===== src/rtl/jtag_regbank_pkg.sv =====
// jtag_regbank_pkg: shared types and constants for the JTAG-style register bank.
//   state_e      - frame FSM states
//   RW_READ/WRITE - encoding of the first bit of a frame
//   SYNC_STAGES  - synchroniser depth for the asynchronous scan pins
//   frame_len()  - total frame length in bits (R/W + address + data)
package jtag_regbank_pkg;

    typedef enum logic [1:0] {
        StIdle,
        StCmd,
        StData,
        StDone
    } state_e;

    localparam logic RW_READ  = 1'b0;
    localparam logic RW_WRITE = 1'b1;

    localparam int unsigned SYNC_STAGES = 2;

    function automatic int unsigned frame_len(input int unsigned addr_w,
                                              input int unsigned width);
        return 1 + addr_w + width;
    endfunction

endpackage


===== src/rtl/jtag_pin_sync.sv =====
// jtag_pin_sync: brings the asynchronous scan pins into the main clock domain.
//   clk, rst          - main clock, asynchronous active-high reset
//   tck, tdi, sel     - raw scan pins
//   tck_rise/tck_fall - one-cycle pulses on synchronised TCK edges
//   sel_rise          - one-cycle pulse on synchronised SEL rising edge
//   sel_sync/tdi_sync - synchronised pin levels, aligned with the edge pulses
module jtag_pin_sync
    import jtag_regbank_pkg::*;
(
    input  logic clk,
    input  logic rst,
    input  logic tck,
    input  logic tdi,
    input  logic sel,
    output logic tck_rise,
    output logic tck_fall,
    output logic sel_rise,
    output logic sel_sync,
    output logic tdi_sync
);

    logic [SYNC_STAGES-1:0] tck_ff;
    logic [SYNC_STAGES-1:0] tdi_ff;
    logic [SYNC_STAGES-1:0] sel_ff;
    logic                   tck_prev;
    logic                   sel_prev;

    always_ff @(posedge clk or posedge rst) begin
        if (rst) begin
            tck_ff   <= '0;
            tdi_ff   <= '0;
            sel_ff   <= '0;
            tck_prev <= 1'b0;
            sel_prev <= 1'b0;
        end else begin
            tck_ff   <= {tck_ff[SYNC_STAGES-2:0], tck};
            tdi_ff   <= {tdi_ff[SYNC_STAGES-2:0], tdi};
            sel_ff   <= {sel_ff[SYNC_STAGES-2:0], sel};
            tck_prev <= tck_ff[SYNC_STAGES-1];
            sel_prev <= sel_ff[SYNC_STAGES-1];
        end
    end

    assign tck_rise = tck_ff[SYNC_STAGES-1] & ~tck_prev;
    assign tck_fall = ~tck_ff[SYNC_STAGES-1] & tck_prev;
    assign sel_rise = sel_ff[SYNC_STAGES-1] & ~sel_prev;
    assign sel_sync = sel_ff[SYNC_STAGES-1];
    assign tdi_sync = tdi_ff[SYNC_STAGES-1];

endmodule


===== src/rtl/jtag_regbank.sv =====
// jtag_regbank: bank of NUM_REGS host-visible WIDTH-bit registers accessed over a
// serial JTAG-style scan frame (R/W bit, address, data; all LSB first).
//   iMAIN_CLK, iRESET  - system clock, asynchronous active-high reset
//   iTCK, iTDI, iSEL   - asynchronous scan pins, oversampled in iMAIN_CLK
//   oTDO               - scan data out (old/readback word during the data phase)
//   iDATA / oDATA      - readable / writable words, word n at [n*WIDTH +: WIDTH]
//   oWR_STB            - one-cycle per-register write strobe
//   oBUSY              - frame in progress
//   oFRAME_ERR         - one-cycle pulse when SEL drops mid-frame
//   oADDR_ERR          - one-cycle pulse on an out-of-range address
// Optional feature: define JTAG_REGBANK_SNAPSHOT_EN to latch all of iDATA at frame
// start so every read within one frame-select sees the same sample.
module jtag_regbank
    import jtag_regbank_pkg::*;
#(
    parameter int unsigned       WIDTH       = 32,
    parameter int unsigned       NUM_REGS    = 16,
    parameter int unsigned       ADDR_W      = (NUM_REGS > 1) ? $clog2(NUM_REGS) : 1,
    parameter logic [WIDTH-1:0]  RESET_VALUE = '0
) (
    input  logic                      iMAIN_CLK,
    input  logic                      iRESET,
    input  logic                      iTCK,
    input  logic                      iTDI,
    input  logic                      iSEL,
    output logic                      oTDO,
    input  logic [NUM_REGS*WIDTH-1:0] iDATA,
    output logic [NUM_REGS*WIDTH-1:0] oDATA,
    output logic [NUM_REGS-1:0]       oWR_STB,
    output logic                      oBUSY,
    output logic                      oFRAME_ERR,
    output logic                      oADDR_ERR
);

    localparam int unsigned FRAME_LEN = frame_len(ADDR_W, WIDTH);
    localparam int unsigned CNT_W     = $clog2(WIDTH + ADDR_W + 2);

    logic tck_rise, tck_fall, sel_rise, sel_lvl, tdi_lvl;

    jtag_pin_sync u_pin_sync (
        .clk      (iMAIN_CLK),
        .rst      (iRESET),
        .tck      (iTCK),
        .tdi      (iTDI),
        .sel      (iSEL),
        .tck_rise (tck_rise),
        .tck_fall (tck_fall),
        .sel_rise (sel_rise),
        .sel_sync (sel_lvl),
        .tdi_sync (tdi_lvl)
    );

    state_e                      state_q, state_d;
    logic [CNT_W-1:0]            cnt_q, cnt_d;
    logic [ADDR_W:0]             cmd_q, cmd_d;
    logic                        rw_q, rw_d;
    logic [ADDR_W-1:0]           addr_q, addr_d;
    logic                        addr_ok_q, addr_ok_d;
    logic [WIDTH-1:0]            sr_q, sr_d;
    logic                        tdo_q, tdo_d;
    logic [NUM_REGS*WIDTH-1:0]   data_q, data_d;
    logic [NUM_REGS-1:0]         stb_q, stb_d;
    logic                        ferr_q, ferr_d;
    logic                        aerr_q, aerr_d;

    // Source of read data: live iDATA or the frame-start snapshot.
    logic [NUM_REGS*WIDTH-1:0]   rd_src;

`ifdef JTAG_REGBANK_SNAPSHOT_EN
    logic [NUM_REGS*WIDTH-1:0]   snap_q;

    always_ff @(posedge iMAIN_CLK or posedge iRESET) begin
        if (iRESET) begin
            snap_q <= '0;
        end else if (state_q == StIdle && sel_rise) begin
            snap_q <= iDATA;
        end
    end

    assign rd_src = snap_q;
`else
    assign rd_src = iDATA;
`endif

    // Shifted versions of the command and data registers with the new TDI bit.
    logic [ADDR_W:0]   cmd_next;
    logic [WIDTH-1:0]  sr_next;
    logic [ADDR_W-1:0] cmd_addr;
    logic              cmd_rw;
    logic              cmd_addr_ok;
    logic [WIDTH-1:0]  rd_word;
    logic [WIDTH-1:0]  old_word;

    always_comb begin
        cmd_next         = cmd_q >> 1;
        cmd_next[ADDR_W] = tdi_lvl;
        sr_next          = sr_q >> 1;
        sr_next[WIDTH-1] = tdi_lvl;
        cmd_rw           = cmd_next[0];
        cmd_addr         = cmd_next[ADDR_W:1];
        cmd_addr_ok      = 32'(cmd_addr) < NUM_REGS;
        rd_word          = '0;
        old_word         = '0;
        for (int i = 0; i < int'(NUM_REGS); i++) begin
            if (cmd_addr == ADDR_W'(i)) begin
                rd_word  = rd_src[i*WIDTH +: WIDTH];
                old_word = data_q[i*WIDTH +: WIDTH];
            end
        end
    end

    always_comb begin
        state_d   = state_q;
        cnt_d     = cnt_q;
        cmd_d     = cmd_q;
        rw_d      = rw_q;
        addr_d    = addr_q;
        addr_ok_d = addr_ok_q;
        sr_d      = sr_q;
        tdo_d     = tdo_q;
        data_d    = data_q;
        stb_d     = '0;
        ferr_d    = 1'b0;
        aerr_d    = 1'b0;

        unique case (state_q)
            StIdle: begin
                tdo_d = 1'b0;
                if (sel_rise) begin
                    state_d = StCmd;
                    cnt_d   = '0;
                end
            end
            StCmd: begin
                if (!sel_lvl) begin
                    // Abort wins over any TCK edge in the same cycle.
                    state_d = StIdle;
                    ferr_d  = 1'b1;
                    tdo_d   = 1'b0;
                end else if (tck_rise) begin
                    cmd_d = cmd_next;
                    cnt_d = cnt_q + CNT_W'(1);
                    if (cnt_q == CNT_W'(ADDR_W)) begin
                        rw_d      = cmd_rw;
                        addr_d    = cmd_addr;
                        addr_ok_d = cmd_addr_ok;
                        aerr_d    = !cmd_addr_ok;
                        if (!cmd_addr_ok) begin
                            sr_d = '0;
                        end else if (cmd_rw == RW_WRITE) begin
                            sr_d = old_word;
                        end else begin
                            sr_d = rd_word;
                        end
                        state_d = StData;
                    end
                end
            end
            StData: begin
                if (!sel_lvl) begin
                    state_d = StIdle;
                    ferr_d  = 1'b1;
                    tdo_d   = 1'b0;
                end else if (tck_fall) begin
                    tdo_d = sr_q[0];
                end else if (tck_rise) begin
                    sr_d  = sr_next;
                    cnt_d = cnt_q + CNT_W'(1);
                    if (cnt_q == CNT_W'(FRAME_LEN - 1)) begin
                        state_d = StDone;
                        tdo_d   = 1'b0;
                        if (rw_q == RW_WRITE && addr_ok_q) begin
                            for (int i = 0; i < int'(NUM_REGS); i++) begin
                                if (addr_q == ADDR_W'(i)) begin
                                    data_d[i*WIDTH +: WIDTH] = sr_next;
                                    stb_d[i]                 = 1'b1;
                                end
                            end
                        end
                    end
                end
            end
            StDone: begin
                tdo_d = 1'b0;
                if (!sel_lvl) begin
                    state_d = StIdle;
                end
            end
            default: begin
                state_d = StIdle;
                tdo_d   = 1'b0;
            end
        endcase
    end

    always_ff @(posedge iMAIN_CLK or posedge iRESET) begin
        if (iRESET) begin
            state_q   <= StIdle;
            cnt_q     <= '0;
            cmd_q     <= '0;
            rw_q      <= RW_READ;
            addr_q    <= '0;
            addr_ok_q <= 1'b0;
            sr_q      <= '0;
            tdo_q     <= 1'b0;
            data_q    <= {NUM_REGS{RESET_VALUE}};
            stb_q     <= '0;
            ferr_q    <= 1'b0;
            aerr_q    <= 1'b0;
        end else begin
            state_q   <= state_d;
            cnt_q     <= cnt_d;
            cmd_q     <= cmd_d;
            rw_q      <= rw_d;
            addr_q    <= addr_d;
            addr_ok_q <= addr_ok_d;
            sr_q      <= sr_d;
            tdo_q     <= tdo_d;
            data_q    <= data_d;
            stb_q     <= stb_d;
            ferr_q    <= ferr_d;
            aerr_q    <= aerr_d;
        end
    end

    assign oTDO       = tdo_q;
    assign oDATA      = data_q;
    assign oWR_STB    = stb_q;
    assign oBUSY      = (state_q != StIdle);
    assign oFRAME_ERR = ferr_q;
    assign oADDR_ERR  = aerr_q;

endmodule


===== config.mk =====
export PLATFORM = sky130hd
export DESIGN_NAME = jtag_regbank
export DESIGN_NICKNAME = d
export VERILOG_FILES = /design/src/rtl/jtag_regbank_pkg.sv /design/src/rtl/jtag_pin_sync.sv /design/src/rtl/jtag_regbank.sv
export SDC_FILE = /design/constraint.sdc
export NUM_CORES = 1
export LEC_CHECK = 0
export CORE_AREA = 2 2 403 405
export CTS_BUF_LIST = sky130_fd_sc_hd__clkbuf_8
export CTS_CLUSTER_DIAMETER = 50
export DETAILED_ROUTE_END_ITERATION = 10
export DIE_AREA = 0 0 405 407
export GPL_ROUTABILITY_DRIVEN = 0
export MAX_ROUTING_LAYER = met4
export PLACE_DENSITY = 0.38
export RECOVER_POWER = 25
export SYNTH_ARGS = -nofsm -noshare
export SYNTH_HDL_FRONTEND = slang
export SYNTH_SLANG_ARGS = --single-unit

===== constraint.sdc =====
create_clock -name iMAIN_CLK -period 32.8 [get_ports iMAIN_CLK]
set_clock_uncertainty 0.1 [all_clocks]
set_input_delay 4.92 -clock iMAIN_CLK [delete_from_list [all_inputs] [get_ports iMAIN_CLK]]
set_output_delay 4.92 -clock iMAIN_CLK [all_outputs]
set_load 0.03 [all_outputs]

==> results of run 1 <==
[synth_stat cells (9+ instances only)]
master	n	share of area
sky130_fd_sc_hd__a211oi_1	31	0.0072
sky130_fd_sc_hd__a21o_1	18	0.0042
sky130_fd_sc_hd__a21oi_1	204	0.032
sky130_fd_sc_hd__a221oi_1	39	0.011
sky130_fd_sc_hd__a22o_1	10	0.0027
sky130_fd_sc_hd__a22oi_1	58	0.013
sky130_fd_sc_hd__a31oi_1	19	0.0037
sky130_fd_sc_hd__and3_1	12	0.0023
sky130_fd_sc_hd__buf_1	21	0.0024
sky130_fd_sc_hd__buf_2	108	0.017
sky130_fd_sc_hd__buf_4	30	0.0070
sky130_fd_sc_hd__clkbuf_1	124	0.014
sky130_fd_sc_hd__dfrtp_1	588	0.46
sky130_fd_sc_hd__ha_1	9	0.0035
sky130_fd_sc_hd__inv_1	17	0.0020
sky130_fd_sc_hd__mux2_1	61	0.021
sky130_fd_sc_hd__mux2_2	509	0.18
sky130_fd_sc_hd__mux2i_1	105	0.033
sky130_fd_sc_hd__mux4_2	29	0.020
sky130_fd_sc_hd__nand2_1	186	0.022
sky130_fd_sc_hd__nand2b_1	14	0.0027
sky130_fd_sc_hd__nand3_1	40	0.0062
sky130_fd_sc_hd__nor2_1	144	0.017
sky130_fd_sc_hd__nor2b_1	30	0.0058
sky130_fd_sc_hd__nor3_1	25	0.0039
sky130_fd_sc_hd__o211ai_1	22	0.0051
sky130_fd_sc_hd__o21ai_0	208	0.032
sky130_fd_sc_hd__o221ai_1	34	0.0092
sky130_fd_sc_hd__o22ai_1	123	0.024
sky130_fd_sc_hd__o31ai_1	14	0.0033
sky130_fd_sc_hd__or3_1	19	0.0037
[sequential cells by signal (all words and copies together), names as in the netlist, 4 cells and up]
register / cells
sr_q: 32
addr_q: 4
cnt_q: 6
oDATA: 512
oWR_STB: 16
cmd_q: 4
[final cells by class]
cell class                      count  area (um^2)
Clock buffer                      159         2188
Sequential cell                   588        14730
Tap cell                         2160         2703
Inverter                           21        91.34
Timing Repair Buffer             1180        11430
Multi-Input combinational cell   2096        16360
Fill cell                       16850       112100
Clock inverter                     63        543.0
Antenna cell                       31        77.57
[power by group through the flow]
stage | Clock, uW | Sequential, uW | Combinational [uW]
after floorplan | 0 | 796 | 676
after global placement | 0 | 918 | 1420
after detailed placement | 0 | 917 | 1420
after CTS | 901 | 904 | 1420
after global routing | 932 | 913 | 1470
final | 883 | 906 | 1430
[worst max-delay path by stage]
stage                               startpoint                   end  slack [ns]  cells past startpoint
after floorplan                         iRESET             addr_ok_q       11.33                      1
after global placement                  iRESET  u_pin_sync.tdi_ff[1]       24.67                      4
after detailed placement                iRESET  u_pin_sync.tdi_ff[1]       24.67                      4
after CTS                           state_q[0]                 oBUSY       25.23                      4
after global routing      u_pin_sync.tdi_ff[1]              sr_q[18]       20.54                      8
final                     u_pin_sync.tdi_ff[1]              sr_q[18]       20.56                      8
[through the flow]
step,worst slack [ns],cells
finish,20.56,6298
global placement,24.67,6045
floorplan,11.33,2989
detailed placement,24.67,6045
global route,20.54,6290
CTS,25.23,6267
[per-layer routing]
layer | global-route usage | vias to the layer above | share of wire
met1 | 0.3819 | 17260 | 0.40
li1 | - | 13340 | -
met3 | 0.06775 | 378 | 0.070
met5 | - | - | 0
met2 | 0.5256 | 1759 | 0.49
met4 | 0.1189 | 0 | 0.039
[placed cells by master (no fill, tap or decap), drive strengths merged, types with 8 or more instances in the layout]
cell type	netlist	layout
clkdlybuf4s50	0	1047
dfrtp	588	588
mux2	570	570
o21ai	208	208
a21oi	204	204
nand2	186	186
clkbuf	125	183
nor2	148	148
o22ai	123	123
buf	159	109
mux2i	105	105
inv	19	60
a22oi	58	58
nand3	40	40
a221oi	39	39
o221ai	34	34
diode	0	31
a211oi	31	31
nor2b	30	30
mux4	29	29
nor3	26	26
o211ai	22	22
a31oi	19	19
or3	19	19
a21o	18	18
o31ai	14	14
nand2b	14	14
and3	12	12
clkinv	2	11
a22o	10	10
ha	9	9
bufinv	0	9
o2bb2ai	8	8
a211o	8	8
a2bb2oi	8	8
and2	8	8
[worst max-delay path: stages, from the launching register on]
cell and delay, ns:
sky130_fd_sc_hd__dfrtp_1 1.08, sky130_fd_sc_hd__clkbuf_1 3.57, sky130_fd_sc_hd__clkinvlp_2 4.00, sky130_fd_sc_hd__nand2_1 1.69
sky130_fd_sc_hd__o221ai_1 0.24, sky130_fd_sc_hd__o21bai_1 0.39, sky130_fd_sc_hd__a21oi_1 0.12, sky130_fd_sc_hd__o21ai_0 0.60
sky130_fd_sc_hd__a31oi_1 0.16
[logic make-up (layout without fill, tap and decap cells)]
group | count (synthesis) | in the layout
multiplexers | 704 | 704
other | 1 | 32
flip-flops | 588 | 588
adder cells (fa/ha/maj) | 9 | 9
AND/OR/NAND/NOR | 512 | 512
AO/OA/AOI/OAI | 870 | 870
buffers and inverters | 305 | 1423
==> impl_metrics.ini, run 1 <==
[clocking]
cts_inserted_buffers = 121
postCtsSetupRepairBufs = 0
post_cts_resize_count = 0
tritoncts = done
clock-sinks = 588
clock_tree.buffer_depth = 3
clock-root-buffer = sky130_fd_sc_hd__clkbuf_8
cts_max_level = 3
path_clk_slew_ns = 0.06
clock_latency_late_sink_ns = 0.88
cts-hold-fix-buffers = 0

[min_path]
whs_path_depth = 0
min_from = u_pin_sync.sel_ff[0]
hold_class = reg -> reg
worst_hold_path.endpoint = u_pin_sync.sel_ff[1]

[setup_path]
crit-reg2reg-capture = sr_q[18]
crit_required_ns = 33.37
worstSetupStartpointType = flip-flop
worst_setup_end_kind = flip-flop
setup.worst_path.class = reg -> reg
worst-endpoint-arrival_ns = 12.81
r2r_setup_slack_ns = 20.56
worstRegToRegCells = 8
r2r-start = u_pin_sync.tdi_ff[1]
crit_fanout = 60

[drt]
drt_pass1_iterations = 6
detail_route.wl_per_cell_um = 41.97
vias = 32730
drt_first_iter_violations = 2777
viasPerCell = 5.198
drtAntennaViolNets = 0
remaining_drc_errors = 0
final_wirelength_mm = 264.3

[timing]
final.hold.worst_slack_ns = 0.2554
timing.final.setup_violations = 0
tns_ns = 0
max-slew-margin-rel = -2.331
max_slew.worst_pin.slew_ns = 4.997
post-route-min-period_ns = 12.24
timing.final.hold_violations = 0
grt_setup_unrepaired = no
final_min_period_over_clock_period = 0.3733
max_slew_vio_count = 747
maximum_clock_frequency_mhz = 81.67

[cells_and_area]
finish.utilization = 0.3003
final_design_area_no_fill_um2 = 48110
layout-drive-gt1-share = 0.2167
finalNetCount = 4534
syn_to_final_growth_pct = 49.11

[power]
cellLeakagePower_uw = 0.02032
power.clock.fraction = 0.274
switching_share = 0.4871
powerDensity_nw_per_um2 = 66.86
switchingPower_uw = 1567
worst_ir_drop_vdd_mv = 0.04140
power.combinational.fraction = 0.444
power.share.sequential = 0.282
report.power.total_uw = 3217
intPower_uw = 1650

[placed_design]
port-buffer-count = 1047
place.detailed.hpwl_mm = 187.6
placedInstanceArea_um2 = 45460

[die]
number_of_cell_rows = 147
design.core.area_um2 = 160200
io_pins = 1049
horiz_die_dim_um = 405
overall_die_height_um = 407
initial_utilization = 0.2014
die_area_um2 = 164800

[flow_run]
maxCapViolations = 28

[synthesis]
fraction_of_synthesized_area_in_multiplexers = 0.2517
warning_count_from_the_yosys_run = 0
yosys.area_share.xor_xnor = 0
syn_area_um2 = 32270
synth_top_family_by_area = multiplexers
post_synth_and_or_nand_nor_area_fraction = 0.07310
synth_compound_gate_area_share = 0.1723
mean_cell_area_of_the_mapped_netlist_um2 = 10.79
synth_ff_type = sky130_fd_sc_hd__dfrtp_1
asyncSetResetFlopFracSynth = 1.000
ys_ff_latch = 588
synth_enable_flop_cells = 0
synth_fp_nets = 3515
synth_cells = 2989
yosysSeqAreaShare = 0.4560
yosys.area_share.adder = 0.003490
yosys.cell_types.count = 78

[grt]
grt_start_max_net_pins = 152
grt_antenna_before_repair = 61
grt.total_usage = 0.3188
global_route_wire_length_before_repair_mm = 336.1
grt_pass1_vias = 32840
global_route.overflow_total = 0

[status]
run_status = finished, violations left
violations_in_the_final_reports = max-capacitance violations, max-slew violations
Power figures use the tool's default switching activity.
==> run 2, diff against run 1 <==
--- a/config.mk
+++ b/config.mk
@@ -5,11 +5,11 @@
 export SDC_FILE = /design/constraint.sdc
 export NUM_CORES = 1
 export LEC_CHECK = 0
-export CORE_AREA = 2 2 403 405
+export CORE_AREA = 2 2 407 409
 export CTS_BUF_LIST = sky130_fd_sc_hd__clkbuf_8
 export CTS_CLUSTER_DIAMETER = 50
 export DETAILED_ROUTE_END_ITERATION = 10
-export DIE_AREA = 0 0 405 407
+export DIE_AREA = 0 0 409 411
 export GPL_ROUTABILITY_DRIVEN = 0
 export MAX_ROUTING_LAYER = met4
 export PLACE_DENSITY = 0.38
==> constraint.sdc (replaced) <==
create_clock -name iMAIN_CLK -period 12.5 [get_ports iMAIN_CLK]
set_clock_uncertainty 0.1 [all_clocks]
set_input_delay 1.875 -clock iMAIN_CLK [delete_from_list [all_inputs] [get_ports iMAIN_CLK]]
set_output_delay 1.875 -clock iMAIN_CLK [all_outputs]
set_load 0.03 [all_outputs]
==> run 2 against run 1 <==
Net effect:
- the flow still finishes with violations (max-capacitance violations, max-slew violations)
- setup slack got worse by 15 ns
- global-route usage down 0.28 points
- utilization fell by 0.55 points
- non-clock buffer count fell by 11
- flip-flop and latch count stayed put
- clock power increased to 2.8 times the previous value
- routed wire length grew 1.1%
- clock-buffer cell count increased by 3
- sequential share of layout area decreased by 0.13 points
- critical path type is now in -> async
- highest routed layer unchanged
==> impl_metrics.ini, run 2 (synthesis gave the netlist of run 1 again) <==
[setup_path]
worstRegToRegCells = 8
worst-endpoint-arrival_ns = 8.19
r2r-start = u_pin_sync.tdi_ff[1]
worstSetupStartpointType = primary input
worst_setup_end_kind = async pin
worst_setup_path_startpoint = iRESET
setup.worst_path.class = in -> async
crit_required_ns = 13.27
crit_fanout = 60

[timing]
max_slew.worst_pin.slew_ns = 3.969
grt_setup_unrepaired = no
tns_ns = 0
timing.final.setup_violations = 0
final.hold.worst_slack_ns = 0.2475
final_min_period_over_clock_period = 0.5938
max-slew-margin-rel = -1.646
post-route-min-period_ns = 7.423
max_slew_vio_count = 464
timing.final.hold_violations = 0
maximum_clock_frequency_mhz = 134.7

[drt]
vias = 33010
drtAntennaViolNets = 0
final_wirelength_mm = 267.1
detail_route.wl_per_cell_um = 42.15
remaining_drc_errors = 0
viasPerCell = 5.208
drt_pass1_iterations = 6
drt_first_iter_violations = 3184

[status]
run_status = finished, violations left
violations_in_the_final_reports = max-capacitance violations, max-slew violations

[cells_and_area]
top_library_cells_by_usage_in_the_layout_fill_and_taps_aside = 1043 x sky130_fd_sc_hd__clkdlybuf4s50_1, 584 x sky130_fd_sc_hd__dfrtp_1, 509 x sky130_fd_sc_hd__mux2_2, 207 x sky130_fd_sc_hd__o21ai_0, 204 x sky130_fd_sc_hd__a21oi_1
layoutNonFillerInstCount = 6338
largest_register_ffs = 512
syn_to_final_growth_pct = 49.74
layout-drive-gt1-share = 0.2232
finalNetCount = 4539
most_common_library_cell_in_the_layout_ignoring_fill_and_taps = sky130_fd_sc_hd__clkdlybuf4s50_1

[grt]
grt_start_max_net_pins = 137
grt_antenna_before_repair = 52
global_route_wire_length_before_repair_mm = 343.2
global_route.overflow_total = 0
grt_pass1_vias = 33180
grt.total_usage = 0.3160

[clocking]
path_clk_slew_ns = 0.05
post_cts_resize_count = 0
cts_inserted_buffers = 137
tritoncts = done
cts-hold-fix-buffers = 0
clock_latency_late_sink_ns = 0.86
cts_max_level = 4
clock_tree.buffer_depth = 3
postCtsSetupRepairBufs = 0
clock-sinks = 588
clock-root-buffer = sky130_fd_sc_hd__clkbuf_8

[die]
die_area_um2 = 168100
initial_utilization = 0.1969
horiz_die_dim_um = 409
number_of_cell_rows = 149
overall_die_height_um = 411
design.core.area_um2 = 163900
io_pins = 1049

[power]
worst_ir_drop_vdd_mv = 0.1347
report.power.total_uw = 8479
cellLeakagePower_uw = 0.02038
powerDensity_nw_per_um2 = 175.5

[min_path]
min_from = u_pin_sync.tck_ff[0]
whs_path_depth = 0
hold_class = reg -> reg

[placed_design]
place.detailed.instances = 6063
port-buffer-count = 1047
place.detailed.hpwl_mm = 194.2

[flow_run]
maxCapViolations = 11
==> run 2: layer usage <==
layer | track usage | vias up | share of wire
met4 | 0.09072 | 0 | 0.030
met5 | - | - | 0
met3 | 0.06816 | 359 | 0.072
li1 | - | 13370 | -
met2 | 0.5230 | 1749 | 0.49
met1 | 0.3859 | 17530 | 0.41
==> run 2: worst max-delay path, stage by stage <==
cell and delay, ns:
sky130_fd_sc_hd__dlygate4sd3_1 0.56, sky130_fd_sc_hd__clkinvlp_2 0.14, sky130_fd_sc_hd__clkbuf_1 2.31, sky130_fd_sc_hd__clkbuf_1 2.17, sky130_fd_sc_hd__buf_4 0.94
==> run 2: final timing paths <==
path | slack, ns | endpoint
setup / recovery | 5.08 | sr_q[13]
hold / removal | 0.25 | u_pin_sync.tck_ff[1]
setup reg to reg | 5.24 | sr_q[19]
hold reg to reg | 0.25 | u_pin_sync.tck_ff[1]
max in group iMAIN_CLK | 5.24 | sr_q[19]
min in group asynchronous | 1.63 | oDATA[4]
==> run 2: power breakdown <==
group	internal (uW)	leakage, uW	switching (uW)	total (uW)
registers	1970	0.00810	422	2400
logic	1020	0.0107	2630	3650
clock network	1390	0.00160	1040	2430
==> run 2: area by class of cell <==
cell class	instances	area [um^2]
timing repair buffer	1169	11410
antenna	37	92.59
multi-input combinational	2096	16380
inverter	21	86.33
clock buffer	162	2230
tap	2189	2739
sequential	588	14730
clock inverter	76	651.9
fill	17250	115600
==> run 2: stage by stage <==
stage	util	cell area (um^2)	worst slack, ns
after floorplan	-	32270	2.510
after global placement	0.2770	45380	7.288
after detailed placement	0.2770	45390	7.289
after CTS	0.2946	48280	7.299
after global routing	0.2948	48300	4.137
final	0.2948	48320	5.077
==> run 3, diff against run 2 <==
--- a/config.mk
+++ b/config.mk
@@ -5,11 +5,11 @@
 export SDC_FILE = /design/constraint.sdc
 export NUM_CORES = 1
 export LEC_CHECK = 0
-export CORE_AREA = 2 2 407 409
+export CORE_AREA = 2 2 413 415
 export CTS_BUF_LIST = sky130_fd_sc_hd__clkbuf_8
 export CTS_CLUSTER_DIAMETER = 50
 export DETAILED_ROUTE_END_ITERATION = 10
-export DIE_AREA = 0 0 409 411
+export DIE_AREA = 0 0 415 417
 export GPL_ROUTABILITY_DRIVEN = 0
 export MAX_ROUTING_LAYER = met4
 export PLACE_DENSITY = 0.38
==> constraint.sdc (replaced) <==
create_clock -name iMAIN_CLK -period 6.1 [get_ports iMAIN_CLK]
set_clock_uncertainty 0.1 [all_clocks]
set_input_delay 0.915 -clock iMAIN_CLK [delete_from_list [all_inputs] [get_ports iMAIN_CLK]]
set_output_delay 0.915 -clock iMAIN_CLK [all_outputs]
set_load 0.03 [all_outputs]
==> run 3 against run 2 <==
Net effect:
- the flow still finishes with violations (max-capacitance violations, max-slew violations)
- largest cell class unchanged
- clock power increased by 100%
- cell count grew 0.32%
- utilization is 0.74 points lower
- critical path depth down 1
- setup slack lost 4.0 ns
- critical endpoint is now cmd_q[4]
- first-iteration DRC count fell by 1.0%
- combinational power up 100%
- cell area increased by 0.26%
==> impl_metrics.ini, run 3 (synthesis gave the netlist of run 1 again) <==
[grt]
grt_antenna_before_repair = 52
gr-usage-met1 = 0.3956
global_route_wire_length_before_repair_mm = 351.8
grt_start_max_net_pins = 142
grt.total_usage = 0.3149
grt_pass1_vias = 33160
groute.layer.met3.usage = 0.06895
grt_util_met2 = 0.4980
gr-max-usage-layer = met2
global_route.overflow_total = 0

[cells_and_area]
largest_register_ffs = 512
syn_to_final_growth_pct = 50.13
layoutNonFillerInstCount = 6358
top_library_cells_by_usage_in_the_layout_fill_and_taps_aside = 1043 x sky130_fd_sc_hd__clkdlybuf4s50_1, 583 x sky130_fd_sc_hd__dfrtp_1, 509 x sky130_fd_sc_hd__mux2_2, 207 x sky130_fd_sc_hd__o21ai_0, 203 x sky130_fd_sc_hd__a21oi_1
final_design_area_no_fill_um2 = 48440
layout-drive-gt1-share = 0.2259
finalNetCount = 4539
most_common_library_cell_in_the_layout_ignoring_fill_and_taps = sky130_fd_sc_hd__clkdlybuf4s50_1
layout.filler_cells = 17830

[setup_path]
r2r-start = cmd_q[2]
crit_required_ns = 6.62
r2r_setup_slack_ns = 1.43
cp_slowest_stage_delay_ns = 1.97
worstSetupStartpointType = primary input
critical_path.slowest_cell = sky130_fd_sc_hd__clkbuf_1
crit_fanout = 36
worst_setup_path_startpoint = iRESET
worst_setup_end_kind = async pin
path_cells = dlygate4sd3_1 -> clkinvlp_2 -> clkbuf_1 -> clkbuf_2
setup.worst_path.class = in -> async
worst-endpoint-arrival_ns = 5.51

[die]
number_of_cell_rows = 151
initial_utilization = 0.1915
io_pins = 1049
die_area_um2 = 173100
overall_die_height_um = 417
design.core.area_um2 = 168500
horiz_die_dim_um = 415

[drt]
detail_route.wl_per_cell_um = 43.03
drt_first_iter_violations = 3151
final_wirelength_mm = 273.6
vias = 33020
drtAntennaViolNets = 0
remaining_drc_errors = 0
viasPerCell = 5.194
drt_pass1_iterations = 6

[power]
switchingPower_uw = 8325
power.share.sequential = 0.288
powerDensity_nw_per_um2 = 355.9
power.combinational.fraction = 0.425
worst_ir_drop_vdd_mv = 0.2343
power.clock.fraction = 0.288
cellLeakagePower_uw = 0.02047
intPower_uw = 8916
switching_share = 0.4829

[timing]
grt_setup_unrepaired = no
max-slew-margin-rel = -0.7821
post-route-min-period_ns = 4.986
final_min_period_over_clock_period = 0.8175
timing.final.setup_violations = 0
timing.final.ws_setup_ns = 1.114
max_slew_vio_count = 75
max_slew.worst_pin.slew_ns = 2.673
timing.final.hold_violations = 0
maximum_clock_frequency_mhz = 200.5

[min_path]
min_from = u_pin_sync.tdi_ff[0]
hold_class = reg -> reg

[placed_design]
dpl_worst_slack_ns = 1.660
placedInstanceArea_um2 = 45570
port-buffer-count = 1047
place.detailed.hpwl_mm = 205.1
place.detailed.instances = 6095

[clocking]
post_cts_resize_count = 0
clock-root-buffer = sky130_fd_sc_hd__clkbuf_8
clock-sinks = 588
postCtsSetupRepairBufs = 0
clock_tree.buffer_depth = 3
cts_max_level = 4
clock_latency_late_sink_ns = 0.89
tritoncts = done
cts_inserted_buffers = 134
path_clk_slew_ns = 0.06
cts-hold-fix-buffers = 0

[status]
violations_in_the_final_reports = max-capacitance violations, max-slew violations
run_status = finished, violations left

[flow_run]
maxCapViolations = 3
==> run 3: worst paths after layout <==
check / end / cells after the start
setup / recovery: cmd_q[4] / 4
min in group asynchronous: oDATA[70] / 2
setup reg to reg: sr_q[0] / 8
max in group iMAIN_CLK: sr_q[0] / 8
hold reg to reg: u_pin_sync.tdi_ff[1] / 0
hold / removal: u_pin_sync.tdi_ff[1] / 0
==> run 3: final cells by class <==
cell class	instances	area, um^2	share of cell area
timing repair buffer	1172	11510	0.2376
clock inverter	75	633.1	0.01307
clock buffer	161	2216	0.04574
tap	2218	2775	0.05729
sequential	588	14730	0.3041
multi-input combinational	2096	16420	0.3390
antenna	27	67.56	0.001395
inverter	21	86.33	0.001782
==> run 3: per-stage QoR <==
stage / setup TNS [ns] / utilization / hold WS (ns) / total power (uW)
after CTS: 0 / 0.2873 / 0.2486 / 17300
after detailed placement: 0 / 0.2704 / 0.2355 / 12270
after global routing: 0 / 0.2874 / 0.2552 / 17670
after floorplan: -1723.06 / - / 0.2312 / 7917
final: 0 / 0.2874 / 0.2495 / 17240
after global placement: 0 / 0.2704 / 0.2332 / 12300
==> run 3: per-layer routing <==
layer / wire [um] / vias up
met1: 116500 / 17710
li1: - / 13390
met5: 0 / -
met3: 18330 / 358
met4: 10280 / 0
met2: 128500 / 1571
==> run 3: critical path, delay by kind of cell <==
| kind | cells | cell delay [ns] |
|---|---|---|
| buffers and inverters | 4 | 4.54 |
==> run 3: power groups by stage <==
stage / Combinational (uW) / Clock [uW] / Sequential, uW
2_1_floorplan: 3630 / 0 / 4280
3_5_place_dp: 7270 / 0 / 5010
6_report: 7320 / 4960 / 4960
5_1_grt: 7440 / 5240 / 4990
3_3_place_gp: 7290 / 0 / 5010
4_1_cts: 7290 / 5070 / 4940
